**src/rtl/stepper_seq_if.sv**
```systemverilog
// Command/status bundle for stepper_seq: move request inputs and coil/status outputs.
interface stepper_seq_if #(
    parameter int unsigned STEP_W = 16
);
    logic              i_start;
    logic              i_stop;
    logic [STEP_W-1:0] i_steps;
    logic              i_dir;
    logic              i_half_step;
    logic [3:0]        o_phase;
    logic              o_busy;
    logic              o_done;
    logic              o_aborted;
    logic [STEP_W-1:0] o_position;

    modport master (
        output i_start, i_stop, i_steps, i_dir, i_half_step,
        input  o_phase, o_busy, o_done, o_aborted, o_position
    );

    modport slave (
        input  i_start, i_stop, i_steps, i_dir, i_half_step,
        output o_phase, o_busy, o_done, o_aborted, o_position
    );
endinterface

```
**src/rtl/stepper_seq.sv**
```systemverilog
// Stepper phase sequencer fed by the fd divided clock (sampled as data, never used as a clock).
// Optional STEPPER_HOLD_TORQUE_EN keeps the coils energized outside RUN.
module stepper_seq #(
    parameter int unsigned TICKS_PER_STEP = 100,
    parameter int unsigned STEP_W         = 16
) (
    input  logic          i_clk_50MHz,
    input  logic          i_rst_n,
    input  logic          i_tick_clk,
    stepper_seq_if.slave  bus
);
    typedef enum logic [1:0] {S_IDLE, S_RUN, S_DONE} state_t;

    localparam logic [15:0]       LP_LAST = 16'(TICKS_PER_STEP - 1);
    localparam logic [STEP_W-1:0] LP_ONE  = STEP_W'(1);

    state_t            r_state, w_next;
    logic              r_s1, r_s2, r_s3;
    logic [15:0]       r_presc;
    logic [STEP_W-1:0] r_remaining;
    logic [STEP_W-1:0] r_position;
    logic [2:0]        r_idx;
    logic              r_dir, r_half, r_aborted;
    logic              w_tick, w_accept, w_step;
    logic [2:0]        w_delta;
    logic [3:0]        w_table;

    function automatic logic [3:0] phase_of(input logic [2:0] idx);
        case (idx)
            3'd0:    phase_of = 4'b1000;
            3'd1:    phase_of = 4'b1100;
            3'd2:    phase_of = 4'b0100;
            3'd3:    phase_of = 4'b0110;
            3'd4:    phase_of = 4'b0010;
            3'd5:    phase_of = 4'b0011;
            3'd6:    phase_of = 4'b0001;
            default: phase_of = 4'b1001;
        endcase
    endfunction

    assign w_tick   = r_s2 & ~r_s3;
    assign w_accept = (r_state == S_IDLE) & bus.i_start;
    // stop outranks a coincident tick, so a step only fires when stop is low
    assign w_step   = (r_state == S_RUN) & ~bus.i_stop & w_tick & (r_presc == LP_LAST);
    assign w_delta  = r_half ? 3'd1 : 3'd2;

    always_ff @(posedge i_clk_50MHz) begin
        if (!i_rst_n) r_state <= S_IDLE;
        else          r_state <= w_next;
    end

    always_comb begin
        w_next = r_state;
        case (r_state)
            S_IDLE: if (bus.i_start) w_next = (bus.i_steps == '0) ? S_DONE : S_RUN;
            S_RUN: begin
                if (bus.i_stop)                              w_next = S_DONE;
                else if (w_step && r_remaining == LP_ONE)    w_next = S_DONE;
            end
            S_DONE:  w_next = S_IDLE;
            default: w_next = S_IDLE;
        endcase
    end

    always_ff @(posedge i_clk_50MHz) begin
        if (!i_rst_n) begin
            r_s1        <= 1'b0;
            r_s2        <= 1'b0;
            r_s3        <= 1'b0;
            r_presc     <= '0;
            r_remaining <= '0;
            r_position  <= '0;
            r_idx       <= '0;
            r_dir       <= 1'b0;
            r_half      <= 1'b0;
            r_aborted   <= 1'b0;
        end else begin
            r_s1 <= i_tick_clk;
            r_s2 <= r_s1;
            r_s3 <= r_s2;
            if (w_accept) begin
                r_remaining <= bus.i_steps;
                r_dir       <= bus.i_dir;
                r_half      <= bus.i_half_step;
                r_presc     <= '0;
                r_aborted   <= 1'b0;
                // full-step drive uses the two-coil (odd) entries only
                if (!bus.i_half_step) r_idx <= r_idx | 3'd1;
            end else if (r_state == S_RUN) begin
                if (bus.i_stop) begin
                    r_aborted <= 1'b1;
                end else if (w_tick) begin
                    if (r_presc == LP_LAST) begin
                        r_presc     <= '0;
                        r_remaining <= r_remaining - LP_ONE;
                        r_idx       <= r_dir ? r_idx + w_delta : r_idx - w_delta;
                        r_position  <= r_dir ? r_position + LP_ONE : r_position - LP_ONE;
                    end else begin
                        r_presc <= r_presc + 16'd1;
                    end
                end
            end
        end
    end

    always_comb begin
        w_table        = phase_of(r_idx);
        bus.o_busy     = (r_state == S_RUN);
        bus.o_done     = (r_state == S_DONE);
        bus.o_aborted  = r_aborted;
        bus.o_position = r_position;
`ifdef STEPPER_HOLD_TORQUE_EN
        bus.o_phase    = w_table;
`else
        bus.o_phase    = (r_state == S_RUN) ? w_table : 4'b0000;
`endif
    end
endmodule

```
**src/flat_wrapper.sv**
```systemverilog
// flat-port wrapper written by rule: the top's interface ports become plain ports
module stepper_seq_flat 
#(
    parameter int unsigned TICKS_PER_STEP = 100,
    parameter int unsigned STEP_W         = 16
)
  (i_clk_50MHz, i_rst_n, i_tick_clk, bus_i_start, bus_i_stop, bus_i_steps, bus_i_dir, bus_i_half_step, bus_o_phase, bus_o_busy, bus_o_done, bus_o_aborted, bus_o_position);
  stepper_seq_if #(.STEP_W(STEP_W)) bus_i ();
  input  logic i_clk_50MHz;
  input  logic i_rst_n;
  input  logic i_tick_clk;
  input wire logic [$bits(bus_i.i_start)-1:0] bus_i_start;
  input wire logic [$bits(bus_i.i_stop)-1:0] bus_i_stop;
  input wire logic [$bits(bus_i.i_steps)-1:0] bus_i_steps;
  input wire logic [$bits(bus_i.i_dir)-1:0] bus_i_dir;
  input wire logic [$bits(bus_i.i_half_step)-1:0] bus_i_half_step;
  output wire logic [$bits(bus_i.o_phase)-1:0] bus_o_phase;
  output wire logic [$bits(bus_i.o_busy)-1:0] bus_o_busy;
  output wire logic [$bits(bus_i.o_done)-1:0] bus_o_done;
  output wire logic [$bits(bus_i.o_aborted)-1:0] bus_o_aborted;
  output wire logic [$bits(bus_i.o_position)-1:0] bus_o_position;
  assign bus_i.i_start = bus_i_start;
  assign bus_i.i_stop = bus_i_stop;
  assign bus_i.i_steps = bus_i_steps;
  assign bus_i.i_dir = bus_i_dir;
  assign bus_i.i_half_step = bus_i_half_step;
  assign bus_o_phase = bus_i.o_phase;
  assign bus_o_busy = bus_i.o_busy;
  assign bus_o_done = bus_i.o_done;
  assign bus_o_aborted = bus_i.o_aborted;
  assign bus_o_position = bus_i.o_position;
  stepper_seq #(.TICKS_PER_STEP(TICKS_PER_STEP), .STEP_W(STEP_W)) u_core (.i_clk_50MHz(i_clk_50MHz), .i_rst_n(i_rst_n), .i_tick_clk(i_tick_clk), .bus(bus_i));
endmodule
```
**config.mk**
```make
export PLATFORM = sky130hd
export DESIGN_NAME = stepper_seq_flat
export DESIGN_NICKNAME = d
export VERILOG_FILES = /design/src/rtl/stepper_seq_if.sv /design/src/rtl/stepper_seq.sv /design/src/flat_wrapper.sv
export SDC_FILE = /design/constraint.sdc
export NUM_CORES = 1
export LEC_CHECK = 0
export ABC_AREA = 1
export ABC_CLOCK_PERIOD_IN_PS = 5530
export BUFFER_PORTS_ARGS = -buffer_cell sky130_fd_sc_hd__buf_2
export CORE_UTILIZATION = 60
export CTS_BUF_LIST = sky130_fd_sc_hd__clkbuf_4
export CTS_CLUSTER_DIAMETER = 150
export DETAILED_ROUTE_END_ITERATION = 8
export PLACE_DENSITY = 0.86
export SLEW_MARGIN = 15
export SYNTH_ARGS = -nofsm -noshare
export SYNTH_HDL_FRONTEND = slang
export SYNTH_SLANG_ARGS = --single-unit
```
**constraint.sdc**
```tcl
create_clock -name i_clk_50MHz -period 5.53 [get_ports i_clk_50MHz]
set_input_delay 0 -clock i_clk_50MHz [delete_from_list [all_inputs] [get_ports i_clk_50MHz]]
set_output_delay 0 -clock i_clk_50MHz [all_outputs]
set_load 0.02 [all_outputs]
```
; ---- Word-level counts from Yosys, hierarchy flattened
; Index checks and enable logic that the tools add are counted.
[totals]
inputBits = 23
mem_bits_ro = 0
latch_bits = 0
mem_count = 0
ram_bits = 0
elab_cells = 77
reg_bits = 59
out_inout_bits = 23
[op_classes]
n_bitwise = 9
div_mod_pow = 0
order_cmp = 0
eq_ne = 14
muxes = 22
n_reduce_logical = 14
mul = 0
addsub = 6
shifts = 0
[ops]
columns = cell, count
row1 = 16-bit two-way mux, 7
row2 = 16-bit by 1-bit adder with 16-bit output (second input constant), 2
row3 = 16-bit by 1-bit subtractor with 16-bit output (second input constant), 2
row4 = 4-bit case mux with 7 select lines, 1
row5 = 3-bit two-way mux, 6
row6 = 16-bit by 1-bit == test with 1-bit output (second input constant), 1
row7 = 16-bit by 7-bit == test with 1-bit output (second input constant), 1
row8 = 16-bit logical NOT, 1
row9 = 2-bit two-way mux, 5
row10 = 5-bit AND reduction, 2
row11 = 3-bit == test (second input constant), 3
row12 = 3-bit by 2-bit == test with 1-bit output (second input constant), 2
row13 = 2-bit nonzero test, 3
row14 = 1-bit AND, 5
row15 = 4-bit two-way mux, 1
row16 = 2-bit inequality test (second input constant), 2
row17 = 1-bit NOT, 4
row18 = 2-bit case mux with 2 select lines, 1
row19 = 2-bit AND reduction, 2
row20 = 4-bit AND reduction, 1
row21 = 3-bit adder, 1
row22 = 3-bit by 1-bit == test with 1-bit output (second input constant), 1
row23 = 3-bit logical NOT, 1
row24 = 3-bit by 2-bit inequality test with 1-bit output (second input constant), 1
row25 = other kinds (9), 9

; ---- Logic depth before layout (Yosys ltp)
; Gate-level depths: netlist (run 1).
[depth]
word_depth = 8
depth_mapped = 12
mapped_depth_nobuf = 12

; ---- Least setup slack after synthesis (run 1)
; No wires, ideal clock.
[synth_timing]
path_type = register -> register
startpoint = reg u_core.r_dir
endpoint = reg u_core.r_position[14] (netlist: u_core.bus.o_position[14])
t_required_ps = 5421
t_arrival_ps = 1833
n_path_buf = 0
slack_ps = 3588
synth_period_minus_slack_ps = 1942
path_stages_with_launch = 12
setup_ps = 109
path_cell_list = dfxtp_1 -> inv_1 -> ha_1 -> nand2_1 -> o21ai_0 -> nand2_1 -> nand2_1 -> nand2_1 -> nand3_1 -> nand3_1 -> nand2_1 -> inv_1
[synth_between]
elab_chain_cells = 1
[synth_lines]
columns = item, line
row1 = from (decl), stepper_seq.sv:23  ; logic r_dir, r_half, r_aborted;
row2 = from (signal assigned), stepper_seq.sv:83  ; r_dir <= bus.i_dir;
row3 = 16-bit two-way mux, stepper_seq.sv:97  ; r_position <= r_dir ? r_position + LP_ONE : r_position - LP_ONE;
row4 = to (signal assigned), stepper_seq.sv:97
row5 = to (decl), stepper_seq.sv:21  ; logic [STEP_W-1:0] r_position;
; Every way passes these cells.
; A chain may end at the register's enable or synchronous reset.

; ---- Worst setup path in the final report (run 1)
; Ends and elaborated chain as after synthesis.

==> out/results.ini, run 1 <==
[global_route]
gr-max-usage-layer=met2
overflow=0
grt_use_met2=0.4858
antenna_found_initial=0
met1_usage=0.3479
grt_max_degree=30
grt_pass1_wl_um=16440
grt_pass1_vias=3906
grt.met3_usage=0.05666
grt_usage=0.2889

[clock_network]
clock-sinks=59
cts_resized=0
path_clk_slew_ns=0.10
cts_made_buffers=9
cts_tree=yes
clockRootBuffer=clkbuf_4
htreeDepth=3
cts_buffer_depth=2
clock_latency_ns=0.42

[final_layout]
num-fill-cells=492
multi_input_comb_area_mm2=0.002392
diodes=0
syn2layout_area_growth_pct=14.92
seqCellArea_mm2=0.001181
drive_above_1_share=0.1137
nNetsFinal=724

[sta]
finalHoldViolations=0
clock.fmax_ghz=0.4251
postLayoutSetupSlackWorst_ns=3.178
min_period_ns=2.352
slew_violations=0
fin_skew_ns=0.01552
max_slew.worst_pin.slew_ns=0.5367
slew-limit-headroom=0.6422
finalSetupTns_ns=0
rsz0062_at_grt=no
finalCritPeriodShare=0.4253
finalSetupViolCount=0

[worst_setup_path]
cp.required_ns=5.86
slowest_stage=ha_1
cpPeakStageDelay_ns=0.47
arrival_ns=2.68
worst-path-max-fanout=15
cp-start-kind=flip-flop
crit_type=reg2reg
worst_path_most_repeated_cell=nand2_1
path_cells=inv_1 > ha_1 > nand2_1 > o21ai_0 > nand2_1 > nand2_1 > nand2_1 > nand3_1 > nand3_1 > nand2_1 > inv_1
cp-end-kind=flip-flop

[placement]
dpl.hpwl_um=6734
port_buffers=45
dp_slack_ns=3.215
gp_congestion=0.8711

[logic_synthesis]
synthTopCellsByCount=151 x nand2_1, 92 x nor2_1, 81 x inv_1
avgSynthCellArea_um2=6.437
synth_edf_count=0
yosysSeqAreaShare=0.2984
ys_dominant_reg_cell=dfxtp_1
postSynthCellCount=615
synthArstFlopShare=0
synth_cell_type_count=36
synth_fp_nets=658
ys_top_cells_by_area=dfxtp_1 30%, nand2_1 14%, nor2_1 8.7%
netlist_area_mm2=0.003959
yosysTopAreaCellShare=0.2984
yosysTopAreaCell=dfxtp_1
yosysMostFrequentCell=nand2_1
ys_ff_latch=59
yosysWarnings=0

[power]
irDropWorstVdd_uv=166.7
power_per_cell_area_mw_per_mm2=226.5
p_clk_frac=0.298
p_int_mw=0.6734
p_switching_mw=0.3570
power_frac_seq=0.447
cellLeakagePower_nw=2.338
comb_power_share=0.256
swShare=0.3464

[run]
maxCapViolCount=0

[die]
die_h_um=83.23
core-area_mm2=0.006350
num_rows=29
dieArea_mm2=0.006927
initial_core_util=0.6234
ios=46
die_w_um=83.23

[routing]
first_iter_violations=266
drt_pre_antenna_iters=7
drc=0
ant_nets=0
via_count=4207
drt_wl_total_um=9698
viasPerCell=5.514
routedWlPerCell_um=12.71

[status]
outcome=finished clean

[worst_hold_path]
hold_path.class=in2reg

==> path summary, 6_finish.rpt <==
| check | start | end | slack, ns | cells after the start |
|---|---|---|---|---|
| worst max-delay path | u_core.r_dir | u_core.bus.o_position[14] | 3.18 | 11 |
| worst min-delay path | bus_i_start | u_core.r_dir | 0.01 | 3 |
| worst max register to register | u_core.r_dir | u_core.bus.o_position[14] | 3.18 | 11 |
| worst min register to register | u_core.r_s1 | u_core.r_s2 | 0.42 | 2 |
==> cells in the final DEF, fill, tap and decap left out, types with 2 or more instances in the layout <==
cell	synthesis	final
a21oi_1	49	49
nor3b_1	2	2
inv_1	81	81
nand3_2	3	3
inv_2	5	5
nor2_1	92	92
clkbuf_4	0	10
o21bai_1	2	2
nand2_4	2	2
nor3_1	12	12
clkinv_1	0	3
fa_1	2	2
nor4_1	4	4
nand2_2	3	3
nand4_1	9	9
nand3_1	35	35
ha_1	18	18
nor2_8	2	2
nand2_1	151	151
and2_1	2	2
dfxtp_1	59	59
xor2_1	10	10
clkinvlp_4	0	2
xnor2_1	8	8
o21ai_1	4	4
o21ai_0	32	32
dlygate4sd3_1	0	20
o21a_1	10	10
buf_2	2	45
==> power groups by stage <==
stage / sequential (mW) / combinational, mW / clock [mW]
after global routing: 0.462 / 0.296 / 0.328
after floorplan: 0.465 / 0.192 / 0
after CTS: 0.459 / 0.257 / 0.308
after detailed placement: 0.469 / 0.244 / 0
after global placement: 0.468 / 0.237 / 0
final: 0.460 / 0.263 / 0.307
==> routing by layer <==
layer,up-vias,part of all wire
met5,-,0
li1,2101,-
met2,150,0.47
met4,0,0.030
met3,39,0.055
met1,1917,0.44
==> what timing repair did <==
item                                    in CTS  in global routing
endpoints found under the setup margin       0                  0
buffers inserted                             0                  0
endpoints found under the hold margin       20                  0
hold buffers                                20                  0
==> worst max-delay path, delay by kind of cell (launching register included) <==
family | cells | cell delay (ns)
adders and majority gates | 1 | 0.47
AOI/OAI and AO/OA | 1 | 0.39
buffers and inverters | 2 | 0.33
and+or+nand+nor | 7 | 0.62
DFF | 1 | 0.45
==> area by class of cell <==
class	count	area share
repair buffers	65	0.09351
flip-flops and latches	59	0.2596
multi-input cells	460	0.5259
clock inverters	6	0.01238
inverters	86	0.07096
well taps	77	0.02118
clock buffers	10	0.01650
==> state kept, by name (all words and copies together) (netlist names), 2 cells and up <==
name	count
u_core.r_state	2
u_core.r_idx	3
u_core.r_remaining	16
u_core.r_presc	16
u_core.bus.o_position	16
==> stage by stage <==
step	utilization	instance area, um2	total power [mW]	hold WS (ns)	std cells
5_1_grt	0.7165	4549	1.087	0.03250	763
4_1_cts	0.7165	4549	1.024	0.005284	763
2_1_floorplan	-	3959	0.6572	0.09763	615
3_5_place_dp	0.6642	4218	0.7124	0.1897	727
3_3_place_gp	0.6642	4218	0.7045	0.1889	727
6_report	0.7165	4549	1.030	0.01488	763
==> cells by family (layout without fill, tap and decap cells) <==
group / after synthesis / after routing / synth area share
AOI/OAI and AO/OA: 99 / 99 / 0.1340
buffers and inverters: 96 / 167 / 0.09734
DFF: 59 / 59 / 0.2984
adders and majority gates: 20 / 20 / 0.06701
xor gates and xnor gates: 18 / 18 / 0.03982
and+or+nand+nor: 323 / 323 / 0.3635
Note: power is estimated with default switching activity, not from simulation.
==> run 2, diff against run 1 <==
ABC_CLOCK_PERIOD_IN_PS = 2280   (was 5530)
clock period = 2.28 ns   (was 5.53 ns; I/O delays follow)
==> run 2 against run 1 <==
Net effect:
- die area stayed put
- worst setup slack got worse by 2.9 ns
- final area grew 0.11%
- critical path depth did not move
- sequential power grew 140%
- non-clock buffer count is 3 higher
- clock-buffer cell count is the same
- cell count up 0.13%
- routed wire length rose by 1.1%
- via count decreased by 0.95%
- total power up 140%
==> out/results.ini, run 2 (same netlist as run 1, synthesis figures left out) <==
[worst_hold_path]
holdPathEnd=u_core.r_remaining[2]
hold_path.class=in2reg
holdCritStartpoint=bus_i_steps[2]
whs_path_depth=4  ; +1

[worst_setup_path]
r2r_setup_slack_ns=0.23  ; -2.95 ns
slowest_stage=dfxtp_1
rr_worst_depth=11  ; unchanged
path_cells=inv_1 > buf_4 > ha_1 > nand2_1 > inv_1 > a21oi_1 > nor2_1 > nor2_1 > a21oi_1 > nor2_1 > nor2_1
worstReg2RegStart=u_core.r_dir
cp-end-kind=flip-flop
critical_path_buf_inv_count=3  ; +1
worst-path-max-fanout=9  ; -6
cp.required_ns=2.58  ; -3.28 ns
r2r_end=u_core.bus.o_position[13]
worst_path_most_repeated_cell=nor2_1
cp-start-kind=flip-flop
arrival_ns=2.35  ; -0.33 ns
critPathTopFamily=simple AND/OR/NAND/NOR gates
cpPeakStageDelay_ns=0.37  ; -0.10 ns
crit_type=reg2reg

[global_route]
antenna_found_initial=0  ; unchanged
grt_pass1_vias=3857  ; -1.3%
grt_pass1_wl_um=16530  ; +0.55%
grt_usage=0.2930  ; +0.004120
grt_max_degree=29  ; -3.3%
overflow=0  ; unchanged

[sta]
min_period_ns=2.049  ; -0.3030 ns
finalCritPeriodShare=0.8987  ; +0.4734
fin_skew_ns=0.01574  ; +0.0002248 ns
finalSetupTns_ns=0  ; unchanged
slew_violations=0  ; unchanged
max_slew.worst_pin.slew_ns=0.3999  ; -0.1368 ns
slew-limit-headroom=0.7306  ; +0.08837
clock.fmax_ghz=0.4880  ; +15%
finalHoldViolations=0  ; unchanged
rsz0062_at_grt=no
finalSetupViolCount=0  ; unchanged

[routing]
routedWlPerCell_um=12.83  ; +0.94%
drc=0  ; unchanged
first_iter_violations=212  ; -20%
viasPerCell=5.454  ; -1.1%
drt_pre_antenna_iters=6  ; -1
via_count=4167  ; -0.95%
drt_wl_total_um=9802  ; +1.1%
ant_nets=0  ; unchanged

[clock_network]
clockRootBuffer=clkbuf_4
path_clk_slew_ns=0.11  ; about the same
cts_resized=0  ; unchanged
clock_latency_ns=0.40  ; -0.02 ns
cts_made_buffers=9  ; unchanged
htreeDepth=3  ; unchanged
cts_buffer_depth=2  ; unchanged
cts_tree=yes
clock-sinks=59  ; unchanged

[die]
initial_core_util=0.6234  ; unchanged
dieArea_mm2=0.006927  ; unchanged
die_h_um=83.23  ; unchanged
die_w_um=83.23  ; unchanged
num_rows=29  ; unchanged
core-area_mm2=0.006350  ; unchanged
ios=46  ; unchanged

[placement]
port_buffers=45  ; unchanged
gp_congestion=0.9531  ; +9.4%
dpl.hpwl_um=7133  ; +5.9%

[final_layout]
final_common_cell=nand2_1
nNetsFinal=727  ; +0.41%
syn2layout_area_growth_pct=15.04
diodes=0  ; unchanged
most-common-layout-cells=151 x nand2_1, 92 x nor2_1, 81 x inv_1
drive_above_1_share=0.1208  ; +0.007113

[status]
outcome=finished clean

[power]
power_per_cell_area_mw_per_mm2=541.4  ; +140%
irDropWorstVdd_uv=461.2  ; +180%
cellLeakagePower_nw=2.356  ; +0.78%
total_power_mw=2.466  ; +140%

[run]
maxCapViolCount=0  ; unchanged

==> run 2: changes by cell type in the layout (fill, tap and decap cells not counted), sizes merged <==
cell         before  now
buf              45   50
clkinvlp          2    0
dlygate4sd3      20   18
==> run 2: how the worst max path moves through the flow <==
stage                 startpoint                         to  slack [ns]  cells after the start
floorplan           u_core.r_dir  u_core.bus.o_position[14]        0.34                     11
global placement    u_core.r_dir  u_core.bus.o_position[13]        0.36                     11
detailed placement  u_core.r_dir  u_core.bus.o_position[13]        0.27                     11
CTS                 u_core.r_dir  u_core.bus.o_position[13]        0.27                     11
global route        u_core.r_dir  u_core.bus.o_position[13]        0.02                     11
finish              u_core.r_dir  u_core.bus.o_position[13]        0.23                     11
==> run 2: power by group <==
part,switching (mW),leakage (nW),total (mW),internal (mW)
Combinational,0.412,1.81,0.646,0.234
Sequential,0.0413,0.479,1.11,1.07
Clock,0.378,0.0695,0.707,0.328
Total,0.832,2.36,2.47,1.63
==> run 2: repair_timing <==
item / in CTS / in global routing
hold endpoints to repair: 19 / 0
hold buffers: 18 / 0
setup buffers: 0 / 0
==> run 2: worst register-to-register path, stage by stage (launching register included) <==
cell	delay [ns]
dfxtp_1	0.37
inv_1	0.14
buf_4	0.21
ha_1	0.34
nand2_1	0.13
inv_1	0.08
a21oi_1	0.25
nor2_1	0.07
nor2_1	0.14
a21oi_1	0.08
nor2_1	0.11
nor2_1	0.05
==> run 2: per-stage QoR <==
| stage | std cells | setup WS, ns | hold slack [ns] | instance area [um2] | utilization |
|---|---|---|---|---|---|
| 2_1_floorplan | 615 | 0.3381 | 0.09763 | 3959 | - |
| 3_3_place_gp | 732 | 0.3595 | 0.1843 | 4255 | 0.6701 |
| 3_5_place_dp | 732 | 0.2730 | 0.1884 | 4255 | 0.6701 |
| 4_1_cts | 764 | 0.2709 | 0.004569 | 4554 | 0.7172 |
| 5_1_grt | 764 | 0.02260 | 0.02647 | 4554 | 0.7172 |
| 6_report | 764 | 0.2309 | 0.009723 | 4554 | 0.7172 |
==> run 2: area by class of cell <==
cell class	count	area, um2
fillers	510	1795
well taps	77	96.34
clock inverters	4	43.79
clock buffers	10	75.07
flip-flops and latches	59	1181
repair buffers	68	442.9
inverters	86	322.8
multi-input cells	460	2392
==> run 2: per-layer routing <==
metal	track usage	vias to the layer above	routed length, um
met4	0.1567	0	301
met1	0.3408	1886	4263
met3	0.04175	28	455
li1	-	2120	-
met5	0	-	0
met2	0.5179	133	4782
